[src/rtl/lsu_ecc_wb_pkg.sv]
// Shared types, sizing constants and the SECDED encoder for the DCCM ECC
// write-back (scrub) path.
package lsu_ecc_wb_pkg;

   localparam int ECC_WB_DEPTH      = 4;
   localparam int ECC_WB_ADDR_W     = 16;
   localparam int ECC_WB_DATA_W     = 32;
   localparam int ECC_WB_ECC_W      = 7;
   localparam int ECC_WB_STARVE_MAX = 15;

   // One queued repair: word address (byte offset stripped) and corrected data.
   typedef struct packed {
      logic [ECC_WB_ADDR_W-3:0] addr;
      logic [ECC_WB_DATA_W-1:0] data;
   } lsu_ecc_wb_pkt_t;

   typedef enum logic [1:0] {
      ST_IDLE = 2'd0,
      ST_LOAD = 2'd1,
      ST_REQ  = 2'd2
   } ecc_wb_state_t;

   // SECDED (39,32) check-bit generator, same code as the DC3 decoder:
   // six Hamming bits plus an overall parity bit.
   function automatic logic [ECC_WB_ECC_W-1:0] rvecc_encode(input logic [ECC_WB_DATA_W-1:0] din);
      logic [ECC_WB_ECC_W-1:0] ecc;
      ecc[0] = ^(din & 32'h56AA_AD5B);
      ecc[1] = ^(din & 32'h9B33_366D);
      ecc[2] = ^(din & 32'hE3C3_C78E);
      ecc[3] = ^(din & 32'h03FC_07F0);
      ecc[4] = ^(din & 32'h03FF_F800);
      ecc[5] = ^(din & 32'hFC00_0000);
      ecc[6] = ^{din, ecc[5:0]};
      return ecc;
   endfunction

endpackage

[src/rtl/lsu_ecc_wb.sv]
// lsu_ecc_wb: collects single-bit-corrected load data from DC3, re-encodes the
// SECDED check bits and writes the repaired word back into DCCM through the
// write arbiter port shared with stbuf drain. Loads never stall on it.
module lsu_ecc_wb
   import lsu_ecc_wb_pkg::*;
#(
   parameter int DEPTH      = ECC_WB_DEPTH,
   parameter int STARVE_MAX = ECC_WB_STARVE_MAX
) (
   input  logic                     clk,
   input  logic                     rst,
   input  logic                     ecc_disable,
   input  logic                     err_lo_valid,
   input  logic [ECC_WB_ADDR_W-1:0] err_lo_addr,
   input  logic [ECC_WB_DATA_W-1:0] err_lo_data,
   input  logic                     err_hi_valid,
   input  logic [ECC_WB_ADDR_W-1:0] err_hi_addr,
   input  logic [ECC_WB_DATA_W-1:0] err_hi_data,
   input  logic                     inv_valid,
   input  logic [ECC_WB_ADDR_W-1:0] inv_addr,
   output logic                     wr_valid,
   output logic [ECC_WB_ADDR_W-1:0] wr_addr,
   output logic [ECC_WB_DATA_W-1:0] wr_data,
   output logic [ECC_WB_ECC_W-1:0]  wr_ecc,
   input  logic                     wr_ready,
   output logic                     wr_urgent,
   output logic                     ovf_pulse,
   output logic                     busy
);

   localparam int IDX_W  = $clog2(DEPTH);
   localparam int CNT_W  = $clog2(DEPTH + 1);
   localparam int SCNT_W = $clog2(STARVE_MAX + 1);
   localparam int WORD_W = ECC_WB_ADDR_W - 2;

   // Queue storage: entry 0 is the head; entries are kept compacted in age order.
   lsu_ecc_wb_pkt_t          q_r   [DEPTH];
   lsu_ecc_wb_pkt_t          q_n_s [DEPTH];
   logic [CNT_W-1:0]         cnt_r;
   logic [CNT_W-1:0]         cnt_n_s;
   ecc_wb_state_t            state_r;
   ecc_wb_state_t            state_n_s;
   logic [SCNT_W-1:0]        starve_r;
   logic [SCNT_W-1:0]        starve_n_s;

   logic                     wr_valid_r;
   logic [ECC_WB_ADDR_W-1:0] wr_addr_r;
   logic [ECC_WB_DATA_W-1:0] wr_data_r;
   logic [ECC_WB_ECC_W-1:0]  wr_ecc_r;
   logic                     wr_urgent_r;
   logic                     ovf_r;
   logic                     busy_r;

   logic                     hs_s;
   logic                     inflight_s;
   logic                     kill_head_s;
   logic                     head_gone_s;
   logic                     head_live_s;
   logic                     drop_s;
   logic                     hit_s;
   logic [WORD_W-1:0]        inv_word_s;
   logic                     push_valid_s [2];
   logic [WORD_W-1:0]        push_word_s  [2];
   logic [ECC_WB_DATA_W-1:0] push_data_s  [2];

   // Byte-offset bits select bytes inside a word and take no part in matching.
   logic                     unused_ok_s;
   assign unused_ok_s = ^{err_lo_addr[1:0], err_hi_addr[1:0], inv_addr[1:0]};

   assign inv_word_s      = inv_addr[ECC_WB_ADDR_W-1:2];
   assign push_valid_s[0] = err_lo_valid;
   assign push_word_s[0]  = err_lo_addr[ECC_WB_ADDR_W-1:2];
   assign push_data_s[0]  = err_lo_data;
   assign push_valid_s[1] = err_hi_valid;
   assign push_word_s[1]  = err_hi_addr[ECC_WB_ADDR_W-1:2];
   assign push_data_s[1]  = err_hi_data;

   // The head is in flight from the LOAD cycle until it is written or retired.
   // An invalidate hitting it without a handshake retires it unwritten.
   assign hs_s        = wr_valid_r & wr_ready;
   assign inflight_s  = (state_r != ST_IDLE);
   assign kill_head_s = hs_s | (inv_valid & (q_r[0].addr == inv_word_s));
   assign head_gone_s = inflight_s & kill_head_s;
   assign head_live_s = inflight_s & ~kill_head_s;

   // Queue next-state: drop popped/invalidated entries, compact, then merge or append lo, hi.
   always_comb begin
      logic match_v;
      logic keep_v;
      q_n_s   = q_r;
      cnt_n_s = {CNT_W{1'b0}};
      drop_s  = 1'b0;
      hit_s   = 1'b0;
      match_v = 1'b0;
      keep_v  = 1'b0;
      for (int i = 0; i < DEPTH; i++) begin
         keep_v = (CNT_W'(i) < cnt_r) &&
                  !(inv_valid && (q_r[i].addr == inv_word_s)) &&
                  !((i == 0) && hs_s);
         if (keep_v) begin
            q_n_s[cnt_n_s[IDX_W-1:0]] = q_r[i];
            cnt_n_s                   = cnt_n_s + CNT_W'(1);
         end else begin
            cnt_n_s = cnt_n_s;
         end
      end
      for (int k = 0; k < 2; k++) begin
         hit_s = 1'b0;
         // A store to the same word this cycle is newer than the corrected data.
         if (push_valid_s[k] && !ecc_disable &&
             !(inv_valid && (push_word_s[k] == inv_word_s))) begin
            for (int i = 0; i < DEPTH; i++) begin
               match_v = !hit_s && (CNT_W'(i) < cnt_n_s) &&
                         !((i == 0) && head_live_s) &&
                         (q_n_s[i].addr == push_word_s[k]);
               q_n_s[i].data = match_v ? push_data_s[k] : q_n_s[i].data;
               hit_s         = hit_s | match_v;
            end
            if (hit_s) begin
               drop_s = drop_s;
            end else if (cnt_n_s < CNT_W'(DEPTH)) begin
               q_n_s[cnt_n_s[IDX_W-1:0]].addr = push_word_s[k];
               q_n_s[cnt_n_s[IDX_W-1:0]].data = push_data_s[k];
               cnt_n_s                        = cnt_n_s + CNT_W'(1);
            end else begin
               drop_s = 1'b1;
            end
         end else begin
            hit_s = 1'b0;
         end
      end
   end

   // FSM next state: latch a head, present it, move on after handshake or retire.
   always_comb begin
      state_n_s = state_r;
      case (state_r)
         ST_IDLE: state_n_s = (cnt_n_s != {CNT_W{1'b0}}) ? ST_LOAD : ST_IDLE;
         ST_LOAD: state_n_s = head_gone_s ?
                              ((cnt_n_s != {CNT_W{1'b0}}) ? ST_LOAD : ST_IDLE) : ST_REQ;
         ST_REQ:  state_n_s = head_gone_s ?
                              ((cnt_n_s != {CNT_W{1'b0}}) ? ST_LOAD : ST_IDLE) : ST_REQ;
         default: state_n_s = ST_IDLE;
      endcase
   end

   // Starvation count: saturating count of REQ cycles spent waiting for a grant.
   always_comb begin
      starve_n_s = {SCNT_W{1'b0}};
      if ((state_r == ST_REQ) && (state_n_s == ST_REQ)) begin
         starve_n_s = (starve_r == SCNT_W'(STARVE_MAX)) ? starve_r : starve_r + SCNT_W'(1);
      end else begin
         starve_n_s = {SCNT_W{1'b0}};
      end
   end

   // Queue, FSM and starvation registers.
   always_ff @(posedge clk) begin
      if (rst) begin
         for (int i = 0; i < DEPTH; i++) begin
            q_r[i] <= {$bits(lsu_ecc_wb_pkt_t){1'b0}};
         end
         cnt_r    <= {CNT_W{1'b0}};
         state_r  <= ST_IDLE;
         starve_r <= {SCNT_W{1'b0}};
      end else begin
         q_r      <= q_n_s;
         cnt_r    <= cnt_n_s;
         state_r  <= state_n_s;
         starve_r <= starve_n_s;
      end
   end

   // Output registers; the write word and its fresh ECC are captured in LOAD and held through REQ.
   always_ff @(posedge clk) begin
      if (rst) begin
         wr_valid_r  <= 1'b0;
         wr_addr_r   <= {ECC_WB_ADDR_W{1'b0}};
         wr_data_r   <= {ECC_WB_DATA_W{1'b0}};
         wr_ecc_r    <= {ECC_WB_ECC_W{1'b0}};
         wr_urgent_r <= 1'b0;
         ovf_r       <= 1'b0;
         busy_r      <= 1'b0;
      end else begin
         wr_valid_r  <= (state_n_s == ST_REQ);
         wr_urgent_r <= (state_n_s == ST_REQ) && (starve_n_s == SCNT_W'(STARVE_MAX));
         ovf_r       <= drop_s;
         busy_r      <= (cnt_n_s != {CNT_W{1'b0}}) || (state_n_s != ST_IDLE);
         if ((state_r == ST_LOAD) && !head_gone_s) begin
            wr_addr_r <= {q_r[0].addr, 2'b00};
            wr_data_r <= q_r[0].data;
            wr_ecc_r  <= rvecc_encode(q_r[0].data);
         end
      end
   end

   assign wr_valid  = wr_valid_r;
   assign wr_addr   = wr_addr_r;
   assign wr_data   = wr_data_r;
   assign wr_ecc    = wr_ecc_r;
   assign wr_urgent = wr_urgent_r;
   assign ovf_pulse = ovf_r;
   assign busy      = busy_r;

endmodule

[config.mk]
export PLATFORM = sky130hd
export DESIGN_NAME = lsu_ecc_wb
export DESIGN_NICKNAME = d
export VERILOG_FILES = /design/src/rtl/lsu_ecc_wb_pkg.sv /design/src/rtl/lsu_ecc_wb.sv
export SDC_FILE = /design/constraint.sdc
export NUM_CORES = 1
export LEC_CHECK = 0
export CAP_MARGIN = 20
export CORE_ASPECT_RATIO = 0.8
export CORE_UTILIZATION = 30
export DETAILED_ROUTE_END_ITERATION = 10
export PLACE_DENSITY = 0.47
export SLEW_MARGIN = 10
export SYNTH_ARGS = -nofsm -noshare
export SYNTH_HDL_FRONTEND = slang
export SYNTH_SLANG_ARGS = --single-unit
[constraint.sdc]
create_clock -name clk -period 10 [get_ports clk]
set_input_delay 2 -clock clk [delete_from_list [all_inputs] [get_ports clk]]
set_output_delay 2 -clock clk [all_outputs]
set_load 0.005 [all_outputs]
==> results.py <==
metrics = {
    "run_status": {
        "status": "finished, final reports clean",
    },
    "cts": {
        "cts.clk_slew.worst_paths_ns": 0.06,
        "clock-root-buffer": "clkbuf_16",
        "cts_buffers": 31,
        "cts_tree": "done",
        "post-cts-setup-buffer-count": 0,
        "htree_levels": 1,
        "cts.sinks": 250,
        "clkLatencyLatePin_ns": 0.60,
        "postCtsHoldBufs": 0,
        "clock_path_buffers": 3,
        "cts_resized": 0,
    },
    "finish": {
        "drive_gt1_frac": 0.09618,
        "fin_util": 0.3705,
        "fillers": 6368,
        "layout_commonest_cell": "nand2_1",
        "multi_input_area_mm2": 0.01245,
        "finalNonFillerCells": 3453,
        "area.growth.synth_to_final_pct": 21.86,
        "seq_area_mm2": 0.005005,
        "final_cell_mix": "nand2_1 (337), nor2_1 (275), dfxtp_1 (250), a21oi_1 (220), xnor2_1 (197)",
        "nets": 2738,
    },
    "timing": {
        "fin_crit_sh": 0.9385,
        "finalCriticalPeriod_ns": 9.385,
        "finalSetupViolations": 0,
        "setup_slack_ns": 0.6148,
        "fin_tns_setup_ns": 0,
        "worstMarginPinSlew_ns": 0.9657,
        "rsz0062_at_grt": "false",
        "hold_violations": 0,
        "fmax_mhz": 106.6,
        "relSlewSlack": 0.3542,
        "fin_skew_ns": 0.02574,
        "slew_violations": 0,
        "worst_hold_slack_ns": 0.4541,
    },
    "critical_path": {
        "r2r-start": "q_r[176]$_SDFF_PP0_",
        "cp-end-kind": "flop",
        "crit_arrival_ns": 9.84,
        "slowest_stage": "or4_1",
        "path_class": "input pin to flop",
        "crit_fanout": 13,
        "reg2reg_to": "q_r[183]$_SDFF_PP0_",
        "reg2regPathDepth": 29,
        "rrSetupSlack_ns": 2.02,
        "critPathLaunchType": "input pin",
        "cp.required_ns": 10.46,
        "max_stage_delay_ns": 0.56,
    },
    "drt": {
        "vias": 19760,
        "finalWirelength_um": 86100,
        "drt_drc_violations_left": 0,
        "drt_iter0_drc": 1890,
        "avgViaCountPerCell": 5.722,
        "firstDrtPassIters": 9,
        "final_antenna_net_count": 0,
        "routedWlPerCell_um": 24.94,
    },
    "power_and_ir_drop": {
        "p_leak_nw": 8.203,
        "powerDensity_mw_per_mm2": 270.2,
        "vdd_drop_max_uv": 152.5,
    },
    "global_routing": {
        "grt_pass1_wl_um": 125200,
        "grt_pass1_vias": 18700,
        "antenna_found_initial": 4,
        "grt.total_usage": 0.2651,
        "gr-total-overflow": 0,
        "grt_max_degree": 159,
    },
    "yosys": {
        "synth_compound_area_frac": 0.2151,
        "syn_inst": 2494,
        "synth_area_mm2": 0.01861,
        "postSynthAreaPerCell_um2": 7.462,
        "ys_seq_area_frac": 0.2689,
        "synth_top_area_share": 0.2689,
        "synth.distinct_cells": 84,
        "muxShareOfSynthArea": 0.1124,
        "synth_fa_ha_area_frac": 0.01345,
        "synth_flop_cell": "dfxtp_1",
        "ys_ff_latch": 250,
        "synth_simple_gate_area_frac": 0.2136,
        "synth_xor_area_frac": 0.1097,
        "synth.largest_area_cell": "dfxtp_1",
        "synth_top_family_by_area": "compound AO/OA/AOI/OAI gates",
        "synth-warning-count": 0,
        "synth_edf_count": 0,
        "synth-async-reset-ratio": 0,
        "synth_area_leaders": "dfxtp_1 (27%), mux2i_1 (10%), xnor2_1 (9.3%)",
    },
    "place": {
        "portBuffers": 169,
        "dp_slack_ns": 0.1696,
        "place_hpwl_um": 58480,
        "dpl.cell_count": 3396,
        "gp_routability_congestion": 1.017,
    },
    "floorplan": {
        "ioPinCount": 178,
        "die_area_mm2": 0.06304,
        "core-area_mm2": 0.06121,
        "chipHeight_um": 224.8,
        "initial_core_util": 0.3040,
        "die_w_um": 280.5,
        "rows": 81,
    },
    "hold_path": {
        "holdCritPathClass": "flop to flop",
        "min_path_cells": 2,
        "holdPathEnd": "wr_data[7]$_SDFFE_PP0P_",
        "worstHoldStart": "wr_data[7]$_SDFFE_PP0P_",
    },
    "job": {
        "maxCapViolCount": 0,
    },
}
==> logic make-up (layout without fill, tap and decap cells) <==
group / Yosys count / count (layout)
buffers and inverters: 285 / 410
xor gates and xnor gates: 233 / 233
and+or+nand+nor: 880 / 880
adders and majority gates: 20 / 20
AOI/OAI and AO/OA: 619 / 619
DFF: 250 / 250
muxes: 206 / 206
other: 1 / 5
==> metrics by stage <==
step,instance area (um2),total power [mW]
after detailed placement,21610,4.865
after global routing,22670,6.479
after global placement,21610,4.828
final,22680,6.128
after CTS,22670,6.098
after floorplan,18610,3.759
==> worst max-delay path: cells and delay by family <==
kind | cells | cell delay [ns]
buf+inv | 6 | 1.44
mux | 1 | 0.33
compound gates | 5 | 1.70
simple gates | 13 | 3.42
xor+xnor | 3 | 0.39
fa+ha+maj | 2 | 0.53
==> flip-flops by register name (all words and copies together) (netlist names), 2 cells and up <==
signal    flops
wr_addr      14
cnt_r         3
wr_ecc        7
wr_data      32
starve_r      4
q_r         184
state_r       2
==> final cells by class <==
class | count | share of cell area
clock inverter | 12 | 0.008442
inverter | 54 | 0.008938
timing repair buffer | 302 | 0.1287
multi-input combinational | 1960 | 0.5488
clock buffer | 42 | 0.03824
tap | 830 | 0.04580
antenna | 3 | 0.0003311
sequential | 250 | 0.2207
==> how the worst max path moves through the flow <==
stage	start	to	slack (ns)	cells past startpoint
final	inv_addr[8]	q_r[183]$_SDFF_PP0_	0.61	30
after CTS	inv_addr[8]	q_r[183]$_SDFF_PP0_	0.78	30
after floorplan	inv_addr[8]	q_r[140]$_SDFF_PP0_	1.35	30
after detailed placement	inv_addr[8]	q_r[183]$_SDFF_PP0_	0.17	30
after global routing	inv_addr[14]	state_r[0]$_SDFF_PP0_	0.21	29
after global placement	inv_addr[8]	q_r[183]$_SDFF_PP0_	0.20	30
==> cells in the mapped netlist (6+ instances only) <==
cell / n
nor2b_1: 12
mux2i_1: 186
o21a_1: 9
ha_1: 20
a21o_1: 7
clkbuf_1: 155
buf_6: 11
nor3_1: 40
and2_1: 7
xnor2_1: 197
and3_1: 13
o21ai_1: 31
buf_4: 9
inv_1: 53
buf_2: 43
a21oi_1: 221
mux2_2: 19
o2111ai_1: 40
a221oi_1: 6
nand4_1: 33
or2_2: 9
a311oi_1: 39
a211oi_1: 88
o31ai_1: 10
a2111oi_0: 7
o21ai_0: 81
nand3_1: 79
nor2_1: 277
nand2_1: 339
or3_1: 6
a31oi_1: 27
nor4_1: 18
dfxtp_1: 250
o22ai_1: 12
or4_1: 8
nor4b_1: 7
buf_1: 12
xor2_1: 36
==> report_power, final <==
group	internal [mW]	switching [mW]	leakage [nW]
Combinational	1.43	1.90	5.65
Clock	0.729	0.482	0.520
Sequential	1.25	0.338	2.03
Total	3.41	2.72	8.20
==> layer usage <==
metal,wire length [um],GRT usage,vias up
met1,38820,0.3752,9531
li1,-,-,9042
met5,0,0,-
met2,36090,0.3910,1025
met4,2427,0.08408,0
met3,8764,0.06430,159
Power figures use the tool's default switching activity.
==> RTL edit 1: new RTL, same flow settings <==
The package constant `ECC_WB_DEPTH` goes from 4 to 2.
--- a/src/rtl/lsu_ecc_wb_pkg.sv
+++ b/src/rtl/lsu_ecc_wb_pkg.sv
@@ -3,5 +3,5 @@
 package lsu_ecc_wb_pkg;
 
-   localparam int ECC_WB_DEPTH      = 4;
+   localparam int ECC_WB_DEPTH      = 2;
    localparam int ECC_WB_ADDR_W     = 16;
    localparam int ECC_WB_DATA_W     = 32;
Function: changed (a bounded check fails within 4 cycles, from zero or initial values and one cycle with rst high).
==> RTL edit 1 against the unedited design <==
Worst hold slack hardly changed; setup slack better by 0.81 ns; core utilization is 2.1 points higher; sequential cell count is 93 lower; global-route usage is 6.1 points lower; power is 48% lower; combinational power is 52% lower; non-clock buffer count is 118 lower; synthesized area is 49% lower; clock skew is 0.015 ns lower; highest routed layer unchanged; largest cell class unchanged; wire length is 62% lower; final cell count is 51% lower; final area is 47% lower; largest power group unchanged.
==> RTL edit 1: results <==
metrics = {
    "outcome": {
        "status": "completed",
    },
    "global_route": {
        "grt_max_degree": 82,
        "antenna_found_initial": 0,
        "grt_pass1_vias": 8110,
        "grt_pass1_wl_um": 50200,
        "track_usage": 0.204,
    },
    "power_and_ir_drop": {
        "vdd_drop_max_uv": 201,
        "p_leak_nw": 4.78,
    },
    "worst_setup_path": {
        "max_stage_delay_ns": 0.64,
        "slowest_stage": "clkdlybuf4s50_1",
        "worst_ep_arrival_time_ns": 8.85,
        "worst-path-max-fanout": 64,
        "path_delay_family": "compound AO/OA/AOI/OAI gates",
    },
    "synthesis": {
        "synth_fa_ha_area_frac": 0.0119,
        "synth_area_leaders": "dfxtp_1, xnor2_1, mux2i_1",
        "ys_types": 59,
        "synth.top_cells.by_count": "dfxtp_1, nand2_1, xnor2_1",
        "syn_area_per_cell_um2": 8.29,
        "muxShareOfSynthArea": 0.129,
        "synth_compound_area_frac": 0.165,
        "synth_xor_area_frac": 0.152,
        "synth-seq-area-share": 0.331,
    },
    "place": {
        "dp_slack_ns": 1.06,
        "dpl.cell_count": 1644,
        "hpwlAfterDp_um": 23300,
        "place_congestion": 0.882,
        "place_area_mm2": 0.0114,
    },
    "routing": {
        "drt-initial-drc-count": 693,
        "wl_per_cell_um": 19.5,
        "first_pass_iters": 5,
        "avgViaCountPerCell": 5.08,
        "totalWireLength_um": 32700,
    },
    "clocking": {
        "cts_buffers": 17,
        "ctsHtreeMaxLevel": 4,
        "clockBufferDepth": 2,
        "clock_latency_ns": 0.44,
    },
    "cells_and_area": {
        "nets": 1378,
        "largest_register_ffs": 92,
        "antennaDiodeCount": 0,
        "drive_gt1_frac": 0.0586,
    },
    "sta": {
        "worst_slew_pin_slew_ns": 0.925,
        "fin_worst_skew_ns": 0.0104,
    },
}
## RTL edit 1: routing by layer
layer  GRT usage  wire length, um
met5           0                0
met1       0.317            17500
met4      0.0461              252
met3      0.0379             1820
met2       0.283            13100
## RTL edit 1: final cells by class
cell class / count / area (um^2)
multi-input combinational: 858 / 5860
timing repair buffer: 184 / 1800
fill: 3184 / 18700
clock inverter: 10 / 114
tap: 413 / 517
clock buffer: 22 / 474
sequential: 157 / 3140
inverter: 32 / 120
## RTL edit 1: worst register-to-register path, cell delays in order, from the launching register on
cell and delay (ns):
dfxtp_1 0.50, xnor2_1 0.17, nand4_1 0.18, or4_4 0.60
o211ai_4 0.23, buf_4 0.47, mux2i_1 0.43, o211ai_2 0.20
o21ai_1 0.58, mux2i_1 0.32, ha_1 0.30, a21o_1 0.20
a2111oi_0 0.47, o221ai_1 0.22, nor4_1 0.30, nand3_1 0.39
a21boi_4 0.24, buf_4 0.57, a211o_1 0.25, a21oi_1 0.06
## RTL edit 1: path summary, 6_finish.rpt
path / startpoint / end / slack [ns] / depth (start not counted)
hold / removal: wr_data[25]$_SDFFE_PP0P_ / wr_data[25]$_SDFFE_PP0P_ / 0.45 / 2
setup reg to reg: q_r[36]$_SDFF_PP0_ / q_r[54]$_SDFF_PP0_ / 3.15 / 19
hold reg to reg: wr_data[25]$_SDFFE_PP0P_ / wr_data[25]$_SDFFE_PP0P_ / 0.45 / 2
setup / recovery: inv_addr[14] / q_r[54]$_SDFF_PP0_ / 1.43 / 20
## RTL edit 1: where the power goes
group	switching (mW)	internal [mW]	leakage [nW]
Sequential	0.171	0.773	1.28
Clock	0.281	0.387	0.278
Combinational	0.832	0.768	3.22
Total	1.28	1.93	4.78
==> RTL edit 2: new RTL, same flow settings <==
Made on the original files. Reset style: asynchronous (`rst`), changed in 2 clocked blocks.
--- a/src/rtl/lsu_ecc_wb.sv
+++ b/src/rtl/lsu_ecc_wb.sv
@@ -156,5 +156,5 @@
 
    // Queue, FSM and starvation registers.
-   always_ff @(posedge clk) begin
+   always_ff @(posedge clk or posedge rst) begin
       if (rst) begin
          for (int i = 0; i < DEPTH; i++) begin
@@ -173,5 +173,5 @@
 
    // Output registers; the write word and its fresh ECC are captured in LOAD and held through REQ.
-   always_ff @(posedge clk) begin
+   always_ff @(posedge clk or posedge rst) begin
       if (rst) begin
          wr_valid_r  <= 1'b0;
Check against the original RTL: not settled (the Yosys comparison gave no result); the edit may change what the design does.
==> RTL edit 2 against the unedited design <==
Setup slack got worse by 0.074 ns; first-iteration DRC count decreased by 4.1%; sequential cell count unchanged; critical path depth decreased by 4; final cell count decreased by 7.5%; wire length decreased by 8.1%; non-clock buffer count decreased by 8; count of clock-buffer cells in the layout increased by 6; sequential share of layout area increased by 4.5 points; global-route usage decreased by 2.6 points; final area increased by 3.7%; maximum frequency decreased by 0.78%; synthesized area increased by 3.8%.
Power is not compared: it rests on default switching activity, and its combinational part moved more than twofold at a synthesized area within 25%.
==> RTL edit 2: results <==
metrics = {
    "hold_path": {
        "hold_end": "wr_ecc[3]$_DFFE_PP0P_",
        "min_from": "wr_ecc[3]$_DFFE_PP0P_",
    },
    "place": {
        "place_congestion": 1.01,
    },
    "routing": {
        "wl_met2_um": 32700,
        "drt-initial-drc-count": 1812,
    },
    "worst_setup_path": {
        "slowest_stage": "nor2_1",
        "max_stage_delay_ns": 0.68,
        "worst_ep_arrival_time_ns": 9.88,
        "worst-path-max-fanout": 11,
        "crit_start": "inv_addr[10]",
    },
    "clocking": {
        "ctsHtreeMaxLevel": 2,
    },
    "sta": {
        "holdWs_ns": 0.481,
        "max_freq_ghz": 0.106,
        "worst_slew_pin_slew_ns": 1.17,
    },
    "power_and_ir_drop": {
        "power_mw": 10.4,
    },
    "synthesis": {
        "synth-seq-area-share": 0.324,
        "synth_fa_ha_area_frac": 0.0130,
        "synth.top_cells.by_count": "dfrtp_1, nor2_1, xnor2_1",
    },
    "global_route": {
        "grt_max_degree": 142,
        "met3_usage": 0.0571,
        "use_met2": 0.342,
        "track_usage": 0.239,
    },
    "outcome": {
        "status": "completed",
    },
    "cells_and_area": {
        "area_growth_pct": 21.8,
        "drive_gt1_frac": 0.123,
    },
}
RTL edit 2: cell types whose count changed after synthesis, moves of 39 or more:
cell and delta:
a311oi_1 -39, a21oi_1 -43, mux2_2 +58, o21ai_0 +48, mux2_1 +120, dfxtp_1 -250
dfrtp_1 +250, nor2_1 -59, a211oi_1 -53, nand2_1 -206
RTL edit 2: power by group through the flow:
| stage | sequential [mW] | clock (mW) | combinational, mW |
|---|---|---|---|
| after floorplan | 1.96 | 0 | 4.91 |
| after global placement | 2.31 | 0 | 6.67 |
| after detailed placement | 2.33 | 0 | 6.77 |
| after CTS | 2.31 | 1.28 | 6.80 |
| after global routing | 2.39 | 1.31 | 7.48 |
| final | 2.34 | 1.24 | 6.84 |
RTL edit 2: area by class of cell:
cell class | count | area share
Multi-Input combinational cell | 1688 | 0.516
Sequential cell | 250 | 0.266
Timing Repair Buffer | 294 | 0.117
Tap cell | 840 | 0.0447
Clock buffer | 48 | 0.0410
Inverter | 54 | 0.00894
Clock inverter | 12 | 0.00617
Antenna cell | 7 | 0.000745
